$ cat src/rtl/pattern_machine_pkg.sv
// Shared definitions for the serial pattern machines: parameter limits and the
// overlap-aware (KMP-style) transition function evaluated at elaboration.
package pattern_machine_pkg;

   localparam int PM_W_MIN  = 2;
   localparam int PM_W_MAX  = 8;
   localparam int PM_CW_MIN = 1;
   localparam int PM_CW_MAX = 16;

   // Next match length after seeing xb in state k. pat[w-1] is the first bit received.
   // A completed match restarts at 0 when overlap is off, otherwise at fail(w).
   function automatic int pm_next(int w, logic [7:0] pat, int k, logic xb, bit overlap);
      logic [8:0] s;
      int         best;
      bit         ok;
      best = 0;
      s    = '0;
      if (!overlap && (k == w - 1) && (xb == pat[0])) return 0;
      for (int j = 0; j < k; j++) s[4'(j)] = pat[3'(w - 1 - j)];
      s[4'(k)] = xb;
      for (int l = 1; (l <= k + 1) && (l < w); l++) begin
         ok = 1'b1;
         for (int i = 0; i < l; i++)
            if (pat[3'(w - 1 - i)] != s[4'(k + 1 - l + i)]) ok = 1'b0;
         if (ok) best = l;
      end
      return best;
   endfunction

endpackage

$ cat src/rtl/pattern_machine_if.sv
// Serial input and status bundle between a stream source and a pattern machine.
interface pattern_machine_if #(
   parameter int SW = 2,
   parameter int CW = 4
);
   logic          en;
   logic          x;
   logic          clr;
   logic          F;
   logic [SW-1:0] S;
   logic          HIT;
   logic [CW-1:0] CNT;
   logic          SAT;

   modport master (output en, x, clr, input F, S, HIT, CNT, SAT);
   modport slave  (input en, x, clr, output F, S, HIT, CNT, SAT);
endinterface

$ cat src/rtl/pattern_machine_dff_vec.sv
// Parametrised-width D register with asynchronous active-low reset to zero.
module dff_vec #(
   parameter int N = 1
) (
   input  logic         CLK,
   input  logic         RESET,
   input  logic [N-1:0] D,
   output logic [N-1:0] Q
);

   always_ff @(posedge CLK or negedge RESET) begin
      if (!RESET) Q <= '0;
      else        Q <= D;
   end

endmodule

$ cat src/rtl/pattern_machine.sv
// Serial pattern detector: match-length state, one-cycle match pulse, sticky hit
// flag and saturating hit counter, all driven straight from registers.
module pattern_machine
   import pattern_machine_pkg::*;
#(
   parameter int             W       = 4,
   parameter logic [W-1:0]   PATTERN = 4'b1011,
   parameter bit             OVERLAP = 1'b1,
   parameter int             CW      = 4
) (
   input  logic         CLK,
   input  logic         RESET,
   pattern_machine_if.slave bus
);

   localparam int SW = $clog2(W);

   if (W < PM_W_MIN || W > PM_W_MAX) begin : g_bad_w
      $error("pattern_machine: W out of range 2..8");
   end
   if (CW < PM_CW_MIN || CW > PM_CW_MAX) begin : g_bad_cw
      $error("pattern_machine: CW out of range 1..16");
   end

   // Transition table indexed by {state, x}; unreachable states map to 0.
   logic [SW-1:0] tbl [2**(SW+1)];
   for (genvar i = 0; i < 2**(SW+1); i++) begin : g_tbl
      localparam int K = i / 2;
      localparam int N = (K < W) ? pm_next(W, 8'(PATTERN), K, 1'(i % 2), OVERLAP) : 0;
      assign tbl[i] = SW'(N);
   end

   logic [SW-1:0] k_q, k_d;
   logic [CW-1:0] cnt_q, cnt_d;
   logic          f_q, f_d;
   logic          hit_q, hit_d;
   logic          sat_q, sat_d;
   logic          match;

   assign match = bus.en && (k_q == SW'(W - 1)) && (bus.x == PATTERN[0]);

   assign k_d   = bus.clr ? '0 : (bus.en ? tbl[{k_q, bus.x}] : k_q);
   assign f_d   = !bus.clr && match;
   assign hit_d = !bus.clr && (hit_q || match);
   assign cnt_d = bus.clr ? '0 : ((match && !sat_q) ? cnt_q + CW'(1) : cnt_q);
   assign sat_d = &cnt_d;

   dff_vec #(.N(SW)) u_state (.CLK(CLK), .RESET(RESET), .D(k_d),   .Q(k_q));
   dff_vec #(.N(CW)) u_cnt   (.CLK(CLK), .RESET(RESET), .D(cnt_d), .Q(cnt_q));
   dff_vec #(.N(3))  u_flags (.CLK(CLK), .RESET(RESET),
                              .D({sat_d, hit_d, f_d}), .Q({sat_q, hit_q, f_q}));

   assign bus.F   = f_q;
   assign bus.S   = k_q;
   assign bus.HIT = hit_q;
   assign bus.CNT = cnt_q;
   assign bus.SAT = sat_q;

endmodule

$ cat src/flat_wrapper.sv
// flat-port wrapper written by rule: the top's interface ports become plain ports
module pattern_machine_flat import pattern_machine_pkg::*;
#(
   parameter int             W       = 4,
   parameter logic [W-1:0]   PATTERN = 4'b1011,
   parameter bit             OVERLAP = 1'b1,
   parameter int             CW      = 4
)
  (CLK, RESET, bus_en, bus_x, bus_clr, bus_F, bus_S, bus_HIT, bus_CNT, bus_SAT);
  pattern_machine_if #(.SW(2), .CW(CW)) bus_i ();
  input  logic CLK;
  input  logic RESET;
  input wire logic [$bits(bus_i.en)-1:0] bus_en;
  input wire logic [$bits(bus_i.x)-1:0] bus_x;
  input wire logic [$bits(bus_i.clr)-1:0] bus_clr;
  output wire logic [$bits(bus_i.F)-1:0] bus_F;
  output wire logic [$bits(bus_i.S)-1:0] bus_S;
  output wire logic [$bits(bus_i.HIT)-1:0] bus_HIT;
  output wire logic [$bits(bus_i.CNT)-1:0] bus_CNT;
  output wire logic [$bits(bus_i.SAT)-1:0] bus_SAT;
  assign bus_i.en = bus_en;
  assign bus_i.x = bus_x;
  assign bus_i.clr = bus_clr;
  assign bus_F = bus_i.F;
  assign bus_S = bus_i.S;
  assign bus_HIT = bus_i.HIT;
  assign bus_CNT = bus_i.CNT;
  assign bus_SAT = bus_i.SAT;
  pattern_machine #(.W(W), .PATTERN(PATTERN), .OVERLAP(OVERLAP), .CW(CW)) u_core (.CLK(CLK), .RESET(RESET), .bus(bus_i));
endmodule
$ cat config.mk
export PLATFORM = sky130hd
export DESIGN_NAME = pattern_machine_flat
export DESIGN_NICKNAME = d
export VERILOG_FILES = /design/src/rtl/pattern_machine_pkg.sv /design/src/rtl/pattern_machine_if.sv /design/src/rtl/pattern_machine_dff_vec.sv /design/src/rtl/pattern_machine.sv /design/src/flat_wrapper.sv
export SDC_FILE = /design/constraint.sdc
export NUM_CORES = 1
export LEC_CHECK = 0
export ABC_CLOCK_PERIOD_IN_PS = 3750
export CAP_MARGIN = 30
export CORE_AREA = 2 2 39 41
export CTS_CLUSTER_DIAMETER = 40
export DETAILED_ROUTE_END_ITERATION = 8
export DIE_AREA = 0 0 41 43
export SYNTH_ARGS = -nofsm -noshare
export SYNTH_HDL_FRONTEND = slang
export SYNTH_SLANG_ARGS = --single-unit
$ cat constraint.sdc
create_clock -name CLK -period 3.75 [get_ports CLK]
set_input_delay 0.5625 -clock CLK [delete_from_list [all_inputs] [get_ports CLK]]
set_output_delay 0.5625 -clock CLK [all_outputs]
set_load 0.02 [all_outputs]
==> results of run 1 <==
==> routing by layer <==
metal,global-route usage,wire [um]
met5,0,0
met2,0.153,428
met4,0.0600,0
met1,0.179,360
met3,0.0157,27
==> cell families after synthesis <==
family          synth area share
simple gates               0.269
flops                      0.500
compound gates            0.0444
xor+xnor                  0.0583
buf+inv                   0.0250
mux                       0.0472
fa+ha+maj                 0.0555
==> final cells by class <==
cell class | count | area share
multi-input cells | 28 | 0.343
flip-flops and latches | 9 | 0.361
repair buffers | 13 | 0.209
clock buffers | 4 | 0.0422
well taps | 16 | 0.0321
inverters | 2 | 0.0120
==> worst max path at each step <==
stage | start | to | slack, ps | depth (start not counted)
2_1_floorplan | bus_en | u_core.u_flags.Q[2] | 2290 | 4
3_3_place_gp | bus_en | u_core.u_flags.Q[2] | 1590 | 5
3_5_place_dp | bus_en | u_core.u_flags.Q[2] | 1530 | 5
4_1_cts | bus_en | u_core.u_flags.Q[2] | 1800 | 5
5_1_grt | bus_en | u_core.u_flags.Q[2] | 1670 | 5
6_report | bus_en | u_core.u_flags.Q[2] | 1800 | 5
==> registers in the layout, summed over array words and instances (netlist names) <==
signal,count
u_core.u_cnt.Q,4
u_core.u_state.Q,2
u_core.u_flags.Q,3
==> synthesized netlist by cell type (all sizes together) <==
master	n
nand2	4
clkbuf	1
mux2i	1
nor4	1
nor4b	1
mux2	1
xnor2	3
nor2	8
a21oi	3
nand4	1
ha	2
o21ai	1
dfrtp	9
nand2b	1
nor3b	1
inv	2
==> per-stage QoR <==
| stage | cells | hold WS (ps) | util | area, sq um |
|---|---|---|---|---|
| after floorplan | 40 | 267 | - | 450 |
| after global placement | 68 | 503 | 0.431 | 597 |
| after detailed placement | 68 | 505 | 0.431 | 597 |
| after CTS | 72 | 515 | 0.450 | 623 |
| after global routing | 72 | 538 | 0.450 | 623 |
| final | 72 | 511 | 0.450 | 623 |
==> worst register-to-register path: stages, from the launching register on <==
cell and delay (ps):
dfrtp_1 430, nand4_4 190, nor2_1 260, mux2_2 380, nor4_2 130
==> report_power, final <==
part | internal [mW] | leakage (nW) | switching [mW] | total [mW]
sequential | 0.0980 | 0.125 | 0.00142 | 0.0994
combinational | 0.00693 | 0.115 | 0.00795 | 0.0149
clock | 0.0409 | 0.0150 | 0.0320 | 0.0729
==> summary.txt, run 1 <==
Floorplan
  • Number of standard-cell rows in the floorplan: 14
  • DIE AREA: 1760 sq um
  • Height of the chip: 43 um
  • Core area: roughly 1400 sq um
  • Io pins: 14
  • Die width: 41 um
  • Starting density of the core: 0.325

Cells and area
  • Antenna diode count: 0
  • Fraction of final layout cells with drive strength greater than 1: 0.143
  • Area occupied by multi-input gates: between 200 and 250 sq um
  • Area used by sequential logic in the layout: 225 sq um
  • Most frequent cells in the layout: clkdlybuf4s50_1, dfrtp_1, nor2_1
  • Final-layout fill cell count: roughly 140
  • Number of nets in the final layout: 64
  • Commonest non-fill, non-tap cell in the layout: clkdlybuf4s50_1
  • Signed area change from the synthesized netlist to the final layout: 38.3%

Setup path
  • Internal reg-to-reg setup slack: 2260 ps
  • Source of the worst register-to-register timing path: u_core.u_state.Q[0]
  • Kind of capture point of the worst setup path: register
  • Slowest stage cell, crit path: clkdlybuf4s50_1
  • Crit path buffers/inverters: 1
  • Arrival time of data at the critical path endpoint: around 2100 ps
  • Critical Path Fanout Max: 6
  • Number of cells on the worst reg-to-reg path: 4
  • Category of cells accounting for the largest share of critical-path delay: simple AND/OR/NAND/NOR gates
  • Critical path required time: 3910 ps
  • Endpoint of the worst-slack reg-to-reg timing path: u_core.u_flags.Q[2]
  • Category of the most critical setup path: in2reg
  • Cell breakdown of the critical path: clkdlybuf4s50_1 -> nand4_4 -> nor2_1 -> mux2_2 -> nor4_2
  • Peak per-stage delay on the critical path: 580 ps
  • Worst setup SP type: primary input

Power and ir drop
  • PnR Total Power: 0.187 mW
  • Peak supply drop: 0.168 mV
  • Power Density: 301 nW/um^2
  • Leakage power figure: 0.255 nW

Min path
  • Hold Path End: u_core.u_flags.Q[1]
  • Worst min-delay path category: reg2reg
  • Cell depth of the worst hold path: 2
  • Hold_sp: u_core.u_flags.Q[1]

Route
  • Number of vias in the routed layout: 337
  • Iteration-0 DRC Markers: 2
  • 1st-pass router iterations: 2
  • Sum of routed wire length over all layers: 815 um
  • Wire per inst: 11.3 um
  • # DRC: 0
  • Post-route antenna net violation count: 0
  • Vias/cell: roughly 4.7

Synth
  • Synth Warn #: 0
  • Most area-consuming cells after synthesis: dfrtp_1, nor2_1, xnor2_1
  • Share of the synthesized area in the top cell type: 0.500
  • Post-synthesis cell type with the largest combined area: dfrtp_1
  • Mean post-synth cell area: around 11 sq um
  • Nets in the synthesized netlist: between 40 and 50
  • Post-synthesis sequential element count: 9
  • Mapped Cells: 40
  • Distinct cell type count after synthesis: 16
  • Post-synth design cell area: 450 sq um
  • Portion of the post-synthesis area used by sequential elements: 0.500

Timing
  • Setup repair after global routing missed its margin: false
  • Worst setup margin: around 1800 ps
  • Clock period minus worst slack: 1950 ps
  • Period Utilization, post-route: 0.521
  • Final-report hold violation count: 0
  • Final sum of negative setup slack: 0 ps
  • Worst-Margin Slew: a little over 400 ps
  • Pins Over Slew Limit: 0
  • Normalized max-slew margin: 0.724
  • Final Skew: 1.74 ps
  • Maximum clock frequency: 0.512 GHz
  • Final setup viols: 0

Place
  • Half-perimeter wire length after placement: 608 um
  • Port buffer count: 13
  • Minimum setup slack after placement: 1530 ps
  • Final weighted congestion in routability-driven placement: 0.622

Global route
  • First-pass GRT wire length: between 1000 and 1500 um
  • Initial antenna violation count: 0
  • Remaining global-route overflow: 0
  • Via count of the first global-routing pass: 325
  • Total Routing Usage GR: 0.116
  • Pin count of the biggest net entering global routing: 10

Clocking
  • Total of cells resized after clock tree synthesis: 0
  • CTS tree: yes
  • Number of buffers created by CTS: 3
  • Setup bufs post-CTS: 0
  • CTS Hold Bufs: 0
  • Sinks on the clock net: 9
  • Number of H-tree levels: 1
  • Reg clk slew, reported paths: ~60 ps
  • Root Driver: clkbuf_4
  • Latest clock arrival within the worst-skew pair: 250 ps
  • Worst-case clock buffer depth: 2

Outcome
  • Outcome: complete, no violations

Run
  • Max capacitance violation total: 0
Power figures use the tool's default switching activity.
==> run 2: changes to the inputs <==
--- a/config.mk
+++ b/config.mk
@@ -5,7 +5,7 @@
 export SDC_FILE = /design/constraint.sdc
 export NUM_CORES = 1
 export LEC_CHECK = 0
-export ABC_CLOCK_PERIOD_IN_PS = 3750
+export ABC_CLOCK_PERIOD_IN_PS = 1800
 export CAP_MARGIN = 30
 export CORE_AREA = 2 2 39 41
 export CTS_CLUSTER_DIAMETER = 40
==> constraint.sdc (replaced) <==
create_clock -name CLK -period 1.8 [get_ports CLK]
set_input_delay 0.27 -clock CLK [delete_from_list [all_inputs] [get_ports CLK]]
set_output_delay 0.27 -clock CLK [all_outputs]
set_load 0.02 [all_outputs]
==> summary.txt, run 2 (synthesis results as in run 1) <==
Timing
  • Maximum clock frequency: 0.618 GHz
  • Final sum of negative setup slack: 0 ps
  • Final-report hold violation count: 0
  • Setup repair after global routing missed its margin: false
  • Final setup viols: 0
  • Final Skew: 5.44 ps
  • Pins Over Slew Limit: 0
  • Worst-Margin Slew: between 300 and 400 ps
  • Clock period minus worst slack: 1620 ps
  • Period Utilization, post-route: 0.899
  • Normalized max-slew margin: 0.743

Route
  • Vias/cell: 4.49
  • Sum of routed wire length over all layers: about 770 um
  • Post-route antenna net violation count: 0
  • Wire per inst: 10.3 um
  • Iteration-0 DRC Markers: 2
  • Number of vias in the routed layout: about 330
  • 1st-pass router iterations: 4
  • # DRC: 0

Cells and area
  • Final-layout fill cell count: 145
  • Area occupied by multi-input gates: 214 sq um
  • Flip-flop count of the largest register, all copies and words added: 4
  • Final cell utilization of the core: 0.461
  • Commonest non-fill, non-tap cell in the layout: clkdlybuf4s50_1
  • Antenna diode count: 0
  • Largest registers: u_core.u_cnt.Q (4), u_core.u_flags.Q (3), u_core.u_state.Q (2)
  • Most frequent cells in the layout: clkdlybuf4s50_1, dfrtp_1, nor2_1
  • Number of nets in the final layout: 66
  • Signed area change from the synthesized netlist to the final layout: 41.7%
  • Largest register by flop count: u_core.u_cnt.Q
  • Fraction of final layout cells with drive strength greater than 1: 0.172
  • Area used by sequential logic in the layout: 225 sq um

Setup path
  • Critical Path Fanout Max: 5
  • Kind of capture point of the worst setup path: output port
  • Arrival time of data at the critical path endpoint: 1350 ps
  • Peak per-stage delay on the critical path: 640 ps
  • Category of cells accounting for the largest share of critical-path delay: buffers and inverters
  • Crit path buffers/inverters: 1
  • Worst setup SP type: register
  • Slowest stage cell, crit path: clkdlybuf4s50_1
  • Category of the most critical setup path: reg2out
  • Cell breakdown of the critical path: clkdlybuf4s50_1
  • Critical path required time: around 1500 ps

Power and ir drop
  • Power Density: around 600 nW/um^2
  • Peak supply drop: 0.353 mV
  • Leakage power figure: 0.265 nW

Floorplan
  • Starting density of the core: 0.325
  • Height of the chip: 43 um
  • Io pins: 14
  • Core area: 1380 sq um
  • Die width: 41 um
  • Number of standard-cell rows in the floorplan: 14
  • DIE AREA: 1760 sq um

Clocking
  • CTS Hold Bufs: 0
  • Sinks on the clock net: 9
  • Root Driver: clkbuf_4
  • Reg clk slew, reported paths: about 60 ps
  • Total of cells resized after clock tree synthesis: 0
  • Latest clock arrival within the worst-skew pair: 260 ps
  • Setup bufs post-CTS: 0
  • Worst-case clock buffer depth: 2
  • CTS tree: yes
  • Number of buffers created by CTS: 3
  • Number of H-tree levels: 1

Global route
  • Pin count of the biggest net entering global routing: 10
  • First-pass GRT wire length: 1280 um
  • Total Routing Usage GR: 0.110
  • Remaining global-route overflow: 0
  • Initial antenna violation count: 0
  • Via count of the first global-routing pass: just under 300

Run
  • Max capacitance violation total: 0

Place
  • Port buffer count: 13
  • Half-perimeter wire length after placement: 600 um
  • Final weighted congestion in routability-driven placement: 0.602

Min path
  • Worst min-delay path category: in2async

Outcome
  • Outcome: complete, no violations
run 2: cell count changes in the layout (fill, tap and decap cells not counted):
cell	previous run	this run
buf_4	0	2
run 2: path summary, 6_finish.rpt:
check	start	to	slack [ps]	depth (start not counted)
worst max-delay path	u_core.u_flags.Q[2]	bus_SAT	180	1
worst min register to register	u_core.u_flags.Q[1]	u_core.u_flags.Q[1]	520	2
worst max register to register	u_core.u_state.Q[0]	u_core.u_flags.Q[2]	420	4
min in group CLK	u_core.u_flags.Q[1]	u_core.u_flags.Q[1]	520	2
worst min-delay path	RESET	u_core.u_cnt.Q[1]	290	1
max in group asynchronous	RESET	u_core.u_flags.Q[1]	1230	1
run 2: area by class of cell:
cell class,instances,share of cell area
timing repair buffer,15,0.227
clock buffer,4,0.0412
inverter,2,0.0118
multi-input combinational,28,0.335
sequential,9,0.353
tap,16,0.0314
run 2: power by group:
group          leakage [nW]  total (mW)  internal, mW  switching, mW
Combinational         0.125      0.0320        0.0158         0.0162
Sequential            0.125       0.207         0.204        0.00303
Clock                0.0150       0.153        0.0853         0.0681
Total                 0.265       0.393         0.305         0.0873
run 2: through the flow:
| step | worst slack, ps | hold slack (ps) | cells | cell area, sq um | power (mW) |
|---|---|---|---|---|---|
| 3_3_place_gp | 38.9 | 506 | 70 | 612 | 0.244 |
| 2_1_floorplan | 345 | -25.6 | 40 | 450 | 0.222 |
| 5_1_grt | 127 | 321 | 74 | 638 | 0.416 |
| 6_report | 182 | 295 | 74 | 638 | 0.393 |
| 4_1_cts | 171 | 299 | 74 | 638 | 0.403 |
| 3_5_place_dp | 35.8 | 510 | 70 | 612 | 0.243 |
run 2: per-layer routing:
| metal | global-route usage | share of wire | vias up |
|---|---|---|---|
| met5 | 0 | 0 | - |
| met4 | 0.0800 | 0.033 | 0 |
| met3 | 0.0157 | 0.039 | 2 |
| met2 | 0.156 | 0.47 | 9 |
| met1 | 0.145 | 0.45 | 150 |
| li1 | - | - | 171 |
